--- config.mk ---
export PLATFORM = sky130hd
export DESIGN_NAME = pc_gen
export DESIGN_NICKNAME = d
export VERILOG_FILES = /design/src/rtl/pc_pkg.sv /design/src/rtl/pc_gen_ras.sv /design/src/rtl/pc_gen.sv
export SDC_FILE = /design/constraint.sdc
export NUM_CORES = 1
export LEC_CHECK = 0
export CAP_MARGIN = 20
export CORE_MARGIN = 4
export CORE_UTILIZATION = 40
export CTS_BUF_LIST = sky130_fd_sc_hd__clkbuf_8 sky130_fd_sc_hd__clkbuf_16
export DETAILED_ROUTE_END_ITERATION = 8
export PLACE_DENSITY = 0.67
export SYNTH_ARGS = -nofsm -noshare
export SYNTH_HDL_FRONTEND = slang
export SYNTH_SLANG_ARGS = --single-unit
--- constraint.sdc ---
create_clock -name clock__i -period 4.79 [get_ports clock__i]
set_clock_uncertainty 0.1 [all_clocks]
set_input_delay 0.479 -clock clock__i [delete_from_list [all_inputs] [get_ports clock__i]]
set_output_delay 0.479 -clock clock__i [all_outputs]
set_load 0.005 [all_outputs]
--- src/rtl/pc_pkg.sv ---
// Shared types and helpers for the fetch program-counter block.
package pc_pkg;

  // Bytes per MIPS instruction; sequential fetch and call return addresses step by this.
  localparam int INSTR_BYTES = 4;

  // Widest address the alignment helper handles; callers zero-extend into it.
  localparam int MAX_ADDR_W = 64;

  // Which source drives the next fetch address.
  typedef enum logic [2:0] {
    PC_SRC_SEQ,
    PC_SRC_JUMP,
    PC_SRC_BRANCH,
    PC_SRC_EXC,
    PC_SRC_HOLD
  } pc_src_e;

  // Result of aligning a redirect target: word-aligned address plus misalignment flag.
  typedef struct packed {
    logic [MAX_ADDR_W-1:0] addr;
    logic                  err;
  } align_t;

  // Force a target onto a word boundary and report whether it was misaligned.
  function automatic align_t align_target(input logic [MAX_ADDR_W-1:0] target);
    align_t res;
    res.addr = {target[MAX_ADDR_W-1:2], 2'b00};
    res.err  = |target[1:0];
    return res;
  endfunction

endpackage

--- src/rtl/pc_gen_ras.sv ---
// Return-address stack: circular buffer of predicted JR $ra targets.
// A push onto a full stack overwrites the oldest entry; the count saturates.
module return_addr_stack #(
  parameter int unsigned ADDR_W    = 32,
  parameter int unsigned RAS_DEPTH = 4
) (
  input  logic              clock__i,
  input  logic              reset__i,
  input  logic              push_i,
  input  logic              pop_i,
  input  logic [ADDR_W-1:0] push_data_i,
  output logic [ADDR_W-1:0] top_o,
  output logic              valid_o
);

  localparam int unsigned PTR_W = $clog2(RAS_DEPTH);
  localparam int unsigned CNT_W = $clog2(RAS_DEPTH + 1);
  localparam logic [CNT_W-1:0] FULL_CNT = CNT_W'(RAS_DEPTH);

  logic [ADDR_W-1:0] mem_q [RAS_DEPTH];
  logic [PTR_W-1:0]  ptr_q, ptr_d;
  logic [CNT_W-1:0]  cnt_q, cnt_d;
  logic              wr_en;
  logic [PTR_W-1:0]  wr_idx;

  // Next pointer/count and write slot for push, pop or replace-top.
  always_comb begin
    // NOTE: every signal gets a default first so no path leaves it unassigned (no latch).
    ptr_d  = ptr_q;
    cnt_d  = cnt_q;
    wr_en  = 1'b0;
    wr_idx = ptr_q;
    if (push_i && pop_i) begin
      // Replace the top entry in place; an empty stack gains that single entry.
      wr_en = 1'b1;
      if (cnt_q == '0) cnt_d = CNT_W'(1);
    end else if (push_i) begin
      // The pointer wraps naturally, so a full stack overwrites its oldest slot.
      ptr_d  = ptr_q + PTR_W'(1);
      wr_idx = ptr_q + PTR_W'(1);
      wr_en  = 1'b1;
      if (cnt_q != FULL_CNT) cnt_d = cnt_q + CNT_W'(1);
    end else if (pop_i && (cnt_q != '0)) begin
      ptr_d = ptr_q - PTR_W'(1);
      cnt_d = cnt_q - CNT_W'(1);
    end
  end

  // Stack pointer and occupancy registers.
  always_ff @(posedge clock__i) begin
    // NOTE: sequential state uses non-blocking assignments so all registers update together.
    if (reset__i) begin
      ptr_q <= '0;
      cnt_q <= '0;
    end else begin
      ptr_q <= ptr_d;
      cnt_q <= cnt_d;
    end
  end

  // Entry storage.
  always_ff @(posedge clock__i) begin
    // NOTE: storage is not reset; the zero count masks stale entries.
    if (wr_en && !reset__i) mem_q[wr_idx] <= push_data_i;
  end

  assign valid_o = (cnt_q != '0);
  assign top_o   = valid_o ? mem_q[ptr_q] : '0;

endmodule

--- src/rtl/pc_gen.sv ---
// Fetch program counter: next-PC priority mux, PC and EPC registers,
// misaligned-target flag, and the return-address stack feeding decode.
module pc_gen
  import pc_pkg::*;
#(
  parameter int unsigned       ADDR_W       = 32,
  parameter logic [ADDR_W-1:0] RESET_VECTOR = '0,
  parameter logic [ADDR_W-1:0] EXC_VECTOR   = ADDR_W'(32'h8000_0180),
  parameter int unsigned       RAS_DEPTH    = 4
) (
  input  logic              clock__i,
  input  logic              reset__i,
  input  logic              stall__i,
  output logic              imem_req__o,
  input  logic              imem_ack__i,
  output logic [ADDR_W-1:0] pc__o,
  input  logic              jump__i,
  input  logic [ADDR_W-1:0] jump_target__i,
  input  logic              branch__i,
  input  logic [ADDR_W-1:0] branch_target__i,
  input  logic              exc__i,
  input  logic [ADDR_W-1:0] exc_pc__i,
  output logic [ADDR_W-1:0] epc__o,
  input  logic              call__i,
  input  logic [ADDR_W-1:0] call_pc__i,
  input  logic              ret__i,
  output logic [ADDR_W-1:0] ras_target__o,
  output logic              ras_valid__o,
  output logic              addr_err__o
);

  pc_src_e           pc_src;
  logic [ADDR_W-1:0] pc_q, pc_d;
  logic [ADDR_W-1:0] epc_q, epc_d;
  logic              addr_err_q, addr_err_d;
  logic [ADDR_W-1:0] tgt_raw;
  align_t            tgt_aligned;
  logic              ras_push, ras_pop;

  // Pick the next-PC source: exception > branch > jump > hold > sequential.
  always_comb begin
    pc_src = PC_SRC_SEQ;
    if (exc__i)                        pc_src = PC_SRC_EXC;
    else if (branch__i)                pc_src = PC_SRC_BRANCH;
    else if (jump__i)                  pc_src = PC_SRC_JUMP;
    else if (stall__i || !imem_ack__i) pc_src = PC_SRC_HOLD;
  end

  // Form next PC/EPC; only the winning jump or branch target can raise the alignment flag.
  always_comb begin
    tgt_raw     = (pc_src == PC_SRC_BRANCH) ? branch_target__i : jump_target__i;
    tgt_aligned = align_target(MAX_ADDR_W'(tgt_raw));
    pc_d        = pc_q;
    epc_d       = epc_q;
    addr_err_d  = 1'b0;
    case (pc_src)
      PC_SRC_EXC: begin
        pc_d  = EXC_VECTOR;
        epc_d = exc_pc__i;
      end
      PC_SRC_BRANCH, PC_SRC_JUMP: begin
        pc_d       = tgt_aligned.addr[ADDR_W-1:0];
        addr_err_d = tgt_aligned.err;
      end
      PC_SRC_SEQ:  pc_d = pc_q + ADDR_W'(INSTR_BYTES);
      default:     pc_d = pc_q;
    endcase
  end

  // Upper bits of the widened alignment result are zero extension only.
  if (ADDR_W < MAX_ADDR_W) begin : g_align_hi
    logic unused_align_hi;
    assign unused_align_hi = ^tgt_aligned.addr[MAX_ADDR_W-1:ADDR_W];
  end

  // PC, EPC and alignment-error registers.
  always_ff @(posedge clock__i) begin
    if (reset__i) begin
      pc_q       <= RESET_VECTOR;
      epc_q      <= '0;
      addr_err_q <= 1'b0;
    end else begin
      pc_q       <= pc_d;
      epc_q      <= epc_d;
      addr_err_q <= addr_err_d;
    end
  end

  // Calls and returns decoded on a path being squashed by EX or an exception are dropped.
  assign ras_push = call__i & ~exc__i & ~branch__i;
  assign ras_pop  = ret__i  & ~exc__i & ~branch__i;

  return_addr_stack #(
    .ADDR_W   (ADDR_W),
    .RAS_DEPTH(RAS_DEPTH)
  ) u_ras (
    .clock__i   (clock__i),
    .reset__i   (reset__i),
    .push_i     (ras_push),
    .pop_i      (ras_pop),
    .push_data_i(call_pc__i + ADDR_W'(INSTR_BYTES)),
    .top_o      (ras_target__o),
    .valid_o    (ras_valid__o)
  );

  assign imem_req__o = ~reset__i & ~stall__i;
  assign pc__o       = pc_q;
  assign epc__o      = epc_q;
  assign addr_err__o = addr_err_q;

endmodule

After elaboration in Yosys (flattened, before gate mapping)
Memories as Yosys holds them, arrays and structs flattened. A register that Yosys moved wholly into a read port is not among the register bits. Cells that the tools add are included.

Logic and storage cells: 68. Memories kept: 1. Register bits after elaboration: 70. Bits of input ports: 137. Bits in writable memories: 128.

Bitwise logic cells: 11. Reduce and logical (&&, ||, !) cells: 17. Equality and inequality tests: 6. Multiplexer cells: 22. Add/sub/neg operators: 6.

Memory list: u_ras.mem_q (words 4, bits a word 32, read ports 1, clocked after Yosys merged registers in 1, wr ports 1, RTL line pc_gen_ras.sv:20) `logic [ADDR_W-1:0] mem_q [RAS_DEPTH];`.

Operators by type and width (number): $pmux 32 s3 (1); $add 32x3->32 const B (2); $mux 32 (2); $mux 3 (9); $mux 2 (6); $reduce_bool 3->1 (3); $eq 3x2->1 const B (2); $logic_not 3->1 (2); $ne 3x3->1 const B (2); $not 1->1 (6); $reduce_or 2->1 (3); $and 1x1->1 (5); $mux 1 (4); $add 3x1->3 const B (1); $eq 3x1->1 const B (1); $logic_and 1x1->1 (3); $reduce_and 3->1 (1); $sub 3x1->3 const B (1); $add 2x1->2 const B (1); $logic_not 1->1 (2); $ne 2x2->1 const B (1); $reduce_and 2->1 (1); $reduce_bool 2->1 (1); $sub 2x1->2 const B (1); $logic_or 1x1->1 (1).

Longest topological paths before layout
Gate-level depths: netlist of the first run.

Word-level depth: 10. Depth in mapped cells: 8.

Cells and area by module
From an unflattened synthesis of the first run, not the netlist that was laid out.

Cells, all modules: 715. Area total of the unflattened synthesis: 9103.7 um2.

By module, submodules not included: return_addr_stack (cells each 256, area each 5307.6 um2, times used 1, sequential area each 3983.8 um2); pc_gen (cells each 459, area each 3796.1 um2, times used 1, sequential area each 1261.2 um2).

Worst setup path before layout of the first run
No wires, ideal clock.

Path type: input port to flip-flop. From: input branch__i. To: memory u_ras.mem_q[3][0] (enable). Required time: 4.222 ns. Data arrival time: 3.602 ns. Cell stages on the path: 6. Setup slack: 0.621 ns. Buffers on the path: 3. Cells stage by stage: clkbuf_1 > buf_1 > buf_2 > nor2_1 > nand2_1 > nor3b_1.

Word-level cells in the longest chain between the ends: 7. Elaborated cells on any way between the ends: 11.

Ends and longest elaborated chain: start, declared (RTL line pc_gen.sv:19) `input logic branch__i,`; $not 1->1 * (RTL line pc_gen.sv:90, pc_gen.sv:91); $and 1x1->1 (on tied branches) (RTL line pc_gen.sv:90, pc_gen.sv:91); $mux 1 or $logic_and 1x1->1 (tied branches) (RTL line pc_gen_ras.sv:37, pc_gen_ras.sv:33); $mux 1 (RTL line pc_gen_ras.sv:33) `if (push_i && pop_i) begin`; $logic_and 1x1->1 (RTL line pc_gen_ras.sv:64) `if (wr_en && !reset__i) mem_q[wr_idx] <= push_data_i;`; $mux 1 (RTL line pc_gen_ras.sv:64); $mux 1 (not written as such) (RTL line pc_gen_ras.sv:64); end, declared (RTL line pc_gen_ras.sv:20).

Every way passes the cells marked *; elsewhere a longest branch is shown, timed or not.

==> results of run 1 <==
-- cells by family (layout without fill, tap and decap cells) --
logic type                 Yosys count  after routing  share of synthesized area [%]
and+or+nand+nor                    286            286                           16.6
xor gates and xnor gates            31             31                           2.90
buffers and inverters               70            296                           3.11
AOI/OAI and AO/OA                  130            130                           9.57
muxes                               65             65                           11.2
DFF                                198            198                           56.0
other                                1              2                         0.0401
adders and majority gates            3              3                          0.481
-- placed cells by master (no fill, tap or decap), types with 6 or more instances in the layout --
| master | Yosys | routed |
|---|---|---|
| dfxtp_1 | 70 | 69 |
| and2_1 | 37 | 37 |
| a211oi_1 | 11 | 11 |
| nor2_1 | 69 | 67 |
| o211ai_1 | 11 | 11 |
| nor4_1 | 8 | 8 |
| a21oi_1 | 32 | 32 |
| mux4_2 | 32 | 32 |
| nand2_1 | 40 | 40 |
| edfxtp_1 | 128 | 128 |
| or3_1 | 8 | 8 |
| o21ai_0 | 14 | 14 |
| nand3b_1 | 16 | 16 |
| nand3_1 | 28 | 28 |
| mux2i_1 | 32 | 32 |
| and3_1 | 10 | 10 |
| and4_1 | 7 | 7 |
| inv_1 | 18 | 18 |
| clkbuf_16 | 0 | 17 |
| xor2_1 | 7 | 7 |
| nor3_1 | 11 | 10 |
| clkdlybuf4s50_1 | 0 | 230 |
| nor2b_1 | 7 | 7 |
| xnor2_1 | 24 | 24 |
| or4_1 | 7 | 7 |
| a22oi_1 | 13 | 13 |
| nand4_1 | 23 | 23 |
| buf_4 | 2 | 13 |
| a31oi_1 | 6 | 6 |
-- metal layers --
metal | up-vias | GRT usage (%)
li1 | 3418 | -
met1 | 3531 | 25.4
met2 | 236 | 31.2
met3 | 34 | 3.98
met4 | 0 | 6.28
met5 | - | 0
-- layout make-up --
cell class              instances  share of cell area, %
multi-input cells             517                   30.6
well taps                     313                   3.11
inverters                      18                  0.536
clock buffers                  17                   3.38
clock inverters                15                   1.55
repair buffers                246                   19.2
flip-flops and latches        198                   41.7
-- sequential cells by signal, summed over array words and instances (netlist names), named ones only --
register,flops
u_ras.mem_q,128
pc__o,30
u_ras.ptr_q,2
epc__o,32
u_ras.cnt_q,3
addr_err__o,1
-- final timing paths --
| path | from | to | slack, ps | cells after the start |
|---|---|---|---|---|
| setup / recovery | flop | ras_target__o[8] | 1370 | 4 |
| hold / removal | pc__o[13] | pc__o[13] | 390 | 2 |
| setup reg to reg | pc__o[6] | pc__o[25] | 2370 | 4 |
| hold reg to reg | pc__o[13] | pc__o[13] | 390 | 2 |
-- metrics by stage --
stage | hold WS (ps) | cells | worst slack (ps) | power [mW]
floorplan | 369 | 785 | 621 | 2.11
finish | 389 | 1324 | 1370 | 3.82
global placement | 371 | 1290 | 1520 | 2.39
global route | 421 | 1324 | 1180 | 3.97
CTS | 387 | 1324 | 1270 | 3.86
detailed placement | 376 | 1292 | 1740 | 2.39
-- power groups by stage --
stage                     clock network [mW]  logic, mW  registers (mW)
after floorplan                            0      0.198            1.92
after global placement                     0      0.465            1.92
after global routing                    1.57      0.506            1.89
after detailed placement                   0      0.470            1.92
final                                   1.47      0.467            1.89
after CTS                               1.50      0.472            1.89
-- tightest hold or removal path: cells and delay by family (launching register included) --
| kind | cells | cell delay, ps |
|---|---|---|
| AO/OA/AOI/OAI | 1 | 50 |
| flip-flops | 1 | 330 |
| buffers and inverters | 1 | 60 |
==> impl_metrics.env, run 1 <==
export IMPL_synth_cell_types=63
export IMPL_start_util_pct=41.0
export IMPL_outcome="completed"
export IMPL_setup_viol=0
export IMPL_hp_class="reg -> reg"
export IMPL_antenna_found_initial=0
export IMPL_n_fill_cell=2050
export IMPL_post_cts_buffers=0
export IMPL_cts_htree_levels=4
export IMPL_yosysTopAreaCell="edfxtp_1"
export IMPL_avgSynthCellArea_sq_um=11.9
export IMPL_yosysMostFrequentCell="edfxtp_1"
export IMPL_grt_pass1_wl_um=39100
export IMPL_design_area_sq_um=12600
export IMPL_wl_met1_um=10800
export IMPL_clock_sinks=198
export IMPL_period_share_pct=71.3
export IMPL_grt_overflow_total=0
export IMPL_place_hpwl_um=17800
export IMPL_seqPwrFrac_pct=49.3
export IMPL_grt_pass1_vias=6862
export IMPL_clock_path_buffers=2
export IMPL_routabilityCongestion=0.839
export IMPL_layout_drive_gt1_share_pct=9.50
export IMPL_async_reset_ff_share_pct=0
export IMPL_vias=7219
export IMPL_netlist_area_sq_um=9360
export IMPL_cap_violations=0
export IMPL_critical_path_top_delay_family="buffers and inverters"
export IMPL_drc_errors=0
export IMPL_n_antenna_cell=0
export IMPL_tightest_slew_ps=1060
export IMPL_viasPerCell=5.45
export IMPL_hold_violations=0
export IMPL_synthTopCellsByCount="128 x edfxtp_1, 70 x dfxtp_1, 69 x nor2_1"
export IMPL_cp_slowest_cell="dfxtp_2"
export IMPL_path_cells="buf_4, mux4_2, and2_1, clkdlybuf4s50_1"
export IMPL_cts_tree="done"
export IMPL_highest_layer="met4"
export IMPL_clk_latency_ps=430
export IMPL_die_area_sq_um=25900
export IMPL_rsz0062_at_grt="no"
export IMPL_antenna_left=0
export IMPL_crit_path_max_incr_delay_ps=830
export IMPL_wire_per_inst_um=19.2
export IMPL_synth_top_area_share_pct=41.1
export IMPL_cts_root_buffer="clkbuf_16"
export IMPL_start_kind="flop"
export IMPL_crit_arrival_ps=2840
export IMPL_ys_top_cells_by_area="edfxtp_1 41%, dfxtp_1 15%, mux4_2 7.7%"
export IMPL_power_frac_clock_pct=38.5
export IMPL_ys_seq_area_share_pct=56.0
export IMPL_p_int_mw=2.88
export IMPL_relSlewSlack_pct=29.2
export IMPL_synth_ff_type="edfxtp_1"
export IMPL_worst_ir_drop_vdd_uv=229
export IMPL_rows=55
export IMPL_die_h_um=161
export IMPL_p_leak_nw=4.20
export IMPL_drt_initial_drc_count=511
export IMPL_synthCells=784
export IMPL_cts_hold_buf=0
export IMPL_final_util_pct=55.1
export IMPL_ctsResizeCount=0
export IMPL_boundaryPins=236
export IMPL_multiInputGateArea_sq_um=3850
export IMPL_routed_wl_met2_um=12600
export IMPL_synth_edf_count=128
export IMPL_cts_buffers=17
export IMPL_portBuffers=233
export IMPL_swShare_pct=24.6
export IMPL_tns_ps=0
export IMPL_totalWireLength_um=25400
export IMPL_fmax_ghz=0.293
export IMPL_grt_max_degree=60
export IMPL_regArea_sq_um=5250
export IMPL_drv_slew=0
export IMPL_ys_seq_elements=198
export IMPL_p_sw_mw=0.940
export IMPL_areaGrowthSynthToFinish_pct=34.5
export IMPL_layout_nets=1138
export IMPL_yosys_warnings=0
export IMPL_path_class="reg -> out"
export IMPL_cp_end_kind="output pin"
export IMPL_wl_met3_um=1440
export IMPL_core_region_area_sq_um=22800
export IMPL_finalCriticalPeriod_ps=3420
export IMPL_critical_path_required_ps=4210
export IMPL_fp_dieW_um=161
export IMPL_cp_max_fo=21
export IMPL_combPwrFrac_pct=12.2
export IMPL_cp_num_buf_inv=2
export IMPL_grt_util_all_layers_pct=19.0
export IMPL_clk_pin_slew_ps=70
export IMPL_place_area_sq_um=12000
export IMPL_p_per_area_nw_per_um2=303
export IMPL_first_pass_iters=5
Power figures use the tool's default switching activity.
==> run 2, diff against run 1 <==
--- a/config.mk
+++ b/config.mk
@@ -10,7 +10,7 @@
 export CORE_UTILIZATION = 40
 export CTS_BUF_LIST = sky130_fd_sc_hd__clkbuf_8 sky130_fd_sc_hd__clkbuf_16
 export DETAILED_ROUTE_END_ITERATION = 8
-export PLACE_DENSITY = 0.67
+export PLACE_DENSITY = 0.7
 export SYNTH_ARGS = -nofsm -noshare
 export SYNTH_HDL_FRONTEND = slang
 export SYNTH_SLANG_ARGS = --single-unit
==> constraint.sdc (replaced) <==
create_clock -name clock__i -period 3 [get_ports clock__i]
set_clock_uncertainty 0.1 [all_clocks]
set_input_delay 0.3 -clock clock__i [delete_from_list [all_inputs] [get_ports clock__i]]
set_output_delay 0.3 -clock clock__i [all_outputs]
set_load 0.005 [all_outputs]
==> run 2 against run 1 <==
Against the previous run: sequential cell count stayed put; sequential share of layout area decreased by 0.64 points; wire length grew 1.0%; largest power group unchanged.
==> impl_metrics.env, run 2 (synthesis results as in run 1) <==
export IMPL_tightest_slew_ps=688
export IMPL_cap_violations=0
export IMPL_final_util_pct=56.0
export IMPL_routabilityCongestion=0.840
export IMPL_clk_pin_slew_ps=80
export IMPL_cts_root_buffer="clkbuf_16"
export IMPL_layout_nets=1147
export IMPL_grt_pass1_vias=7187
export IMPL_clock_path_buffers=2
export IMPL_antenna_left=0
export IMPL_p_per_area_nw_per_um2=488
export IMPL_vias=7267
export IMPL_core_region_area_sq_um=22800
export IMPL_die_area_sq_um=25900
export IMPL_areaGrowthSynthToFinish_pct=36.6
export IMPL_drt_initial_drc_count=505
export IMPL_first_pass_iters=5
export IMPL_layout_drive_gt1_share_pct=10.3
export IMPL_viasPerCell=5.45
export IMPL_rows=55
export IMPL_regArea_sq_um=5250
export IMPL_hp_class="in -> reg"
export IMPL_grt_overflow_total=0
export IMPL_p_leak_nw=4.30
export IMPL_hold_violations=0
export IMPL_critical_path_required_ps=2600
export IMPL_multiInputGateArea_sq_um=3860
export IMPL_cts_htree_levels=4
export IMPL_cp_end_kind="output pin"
export IMPL_finalCriticalPeriod_ps=2640
export IMPL_cp_slowest_cell="mux4_2"
export IMPL_grt_util_all_layers_pct=19.4
export IMPL_wire_per_inst_um=19.2
export IMPL_totalWireLength_um=25600
export IMPL_power_frac_clock_pct=39.5
export IMPL_grt_busiest_layer="met2"
export IMPL_fmax_ghz=0.379
export IMPL_crit_arrival_ps=2240
export IMPL_top_register="u_ras.mem_q"
export IMPL_drc_errors=0
export IMPL_fp_dieW_um=161
export IMPL_antenna_found_initial=2
export IMPL_combPwrFrac_pct=12.4
export IMPL_layout_common_cells="230 x clkdlybuf4s50_1, 128 x edfxtp_1, 69 x dfxtp_1, 67 x nor2_1, 40 x nand2_1"
export IMPL_drv_slew=0
export IMPL_clock_sinks=198
export IMPL_start_util_pct=41.0
export IMPL_ctsResizeCount=0
export IMPL_p_sw_mw=1.64
export IMPL_die_h_um=161
export IMPL_grt_met2_usage_pct=32.6
export IMPL_layout_commonest_cell="clkdlybuf4s50_1"
export IMPL_path_cells="buf_12, mux4_2, and2_1, clkdlybuf4s50_1"
export IMPL_seqPwrFrac_pct=48.1
export IMPL_crit_path_max_incr_delay_ps=570
export IMPL_relSlewSlack_pct=53.7
export IMPL_rsz0062_at_grt="no"
export IMPL_period_share_pct=88.0
export IMPL_place_hpwl_um=18200
export IMPL_grt_max_degree=59
export IMPL_p_int_mw=4.60
export IMPL_grt_pass1_wl_um=40000
export IMPL_grt_met1_usage_pct=24.3
export IMPL_worst_ir_drop_vdd_uv=377
export IMPL_path_class="reg -> out"
export IMPL_tns_ps=0
export IMPL_n_fill_cell=1965
export IMPL_setup_viol=0
export IMPL_post_cts_buffers=0
export IMPL_cts_buffers=17
export IMPL_swShare_pct=26.3
export IMPL_clk_latency_ps=430
export IMPL_use_met3_pct=4.95
export IMPL_largest_reg_flops=128
export IMPL_boundaryPins=236
export IMPL_portBuffers=233
export IMPL_start_kind="flop"
export IMPL_cts_hold_buf=0
export IMPL_cts_tree="done"
export IMPL_outcome="completed"
export IMPL_cp_max_fo=24
==> run 2: changes by cell type in the layout (fill, tap and decap cells not counted), sizes merged <==
cell,previous run,this run
diode,0,1
buf,16,25
clkinv,6,5
bufinv,1,0
inv,25,28
clkinvlp,1,0
==> run 2: worst paths after layout <==
path | from | endpoint | slack, ps | cells past startpoint
min | branch__i | flop | 260 | 3
min reg2reg | epc__o[7] | epc__o[7] | 400 | 2
max | flop | ras_target__o[24] | 360 | 4
max reg2reg | pc__o[6] | pc__o[25] | 670 | 4
==> run 2: power groups by stage <==
stage | Combinational, mW | Clock (mW) | Sequential, mW
2_1_floorplan | 0.317 | 0 | 3.06
3_3_place_gp | 0.766 | 0 | 3.06
3_5_place_dp | 0.775 | 0 | 3.07
4_1_cts | 0.780 | 2.52 | 3.00
5_1_grt | 0.834 | 2.65 | 3.01
6_report | 0.771 | 2.47 | 3.00
==> run 2: routing by layer <==
layer | routed length, um | vias to the layer above
met5 | 27 | -
met4 | 718 | 4
met3 | 1650 | 48
li1 | - | 3421
met2 | 12800 | 239
met1 | 10500 | 3555
==> run 2: area by class of cell <==
cell class              count  share of cell area (%)
well taps                 313                    3.06
inverters                  18                   0.528
flip-flops and latches    198                    41.0
clock buffers              17                    3.33
clock inverters            15                    1.86
diodes                      1                  0.0196
multi-input cells         517                    30.2
repair buffers            255                    20.0
==> run 2: stage by stage <==
stage | worst slack, ps | cells | total power [mW] | hold slack (ps) | cell area (sq um)
2_1_floorplan | 57.1 | 785 | 3.38 | 299 | 9380
3_3_place_gp | 595 | 1301 | 3.83 | 373 | 12100
3_5_place_dp | 523 | 1301 | 3.84 | 380 | 12100
4_1_cts | 302 | 1333 | 6.30 | 233 | 12800
5_1_grt | 222 | 1333 | 6.50 | 268 | 12800
6_report | 361 | 1334 | 6.24 | 262 | 12800
==> run 2: critical path: cells and delay by family, from the launching register on <==
family | cells | cell delay, ps
flip-flops | 1 | 380
buffers and inverters | 2 | 670
multiplexers | 1 | 570
AND/OR/NAND/NOR | 1 | 180
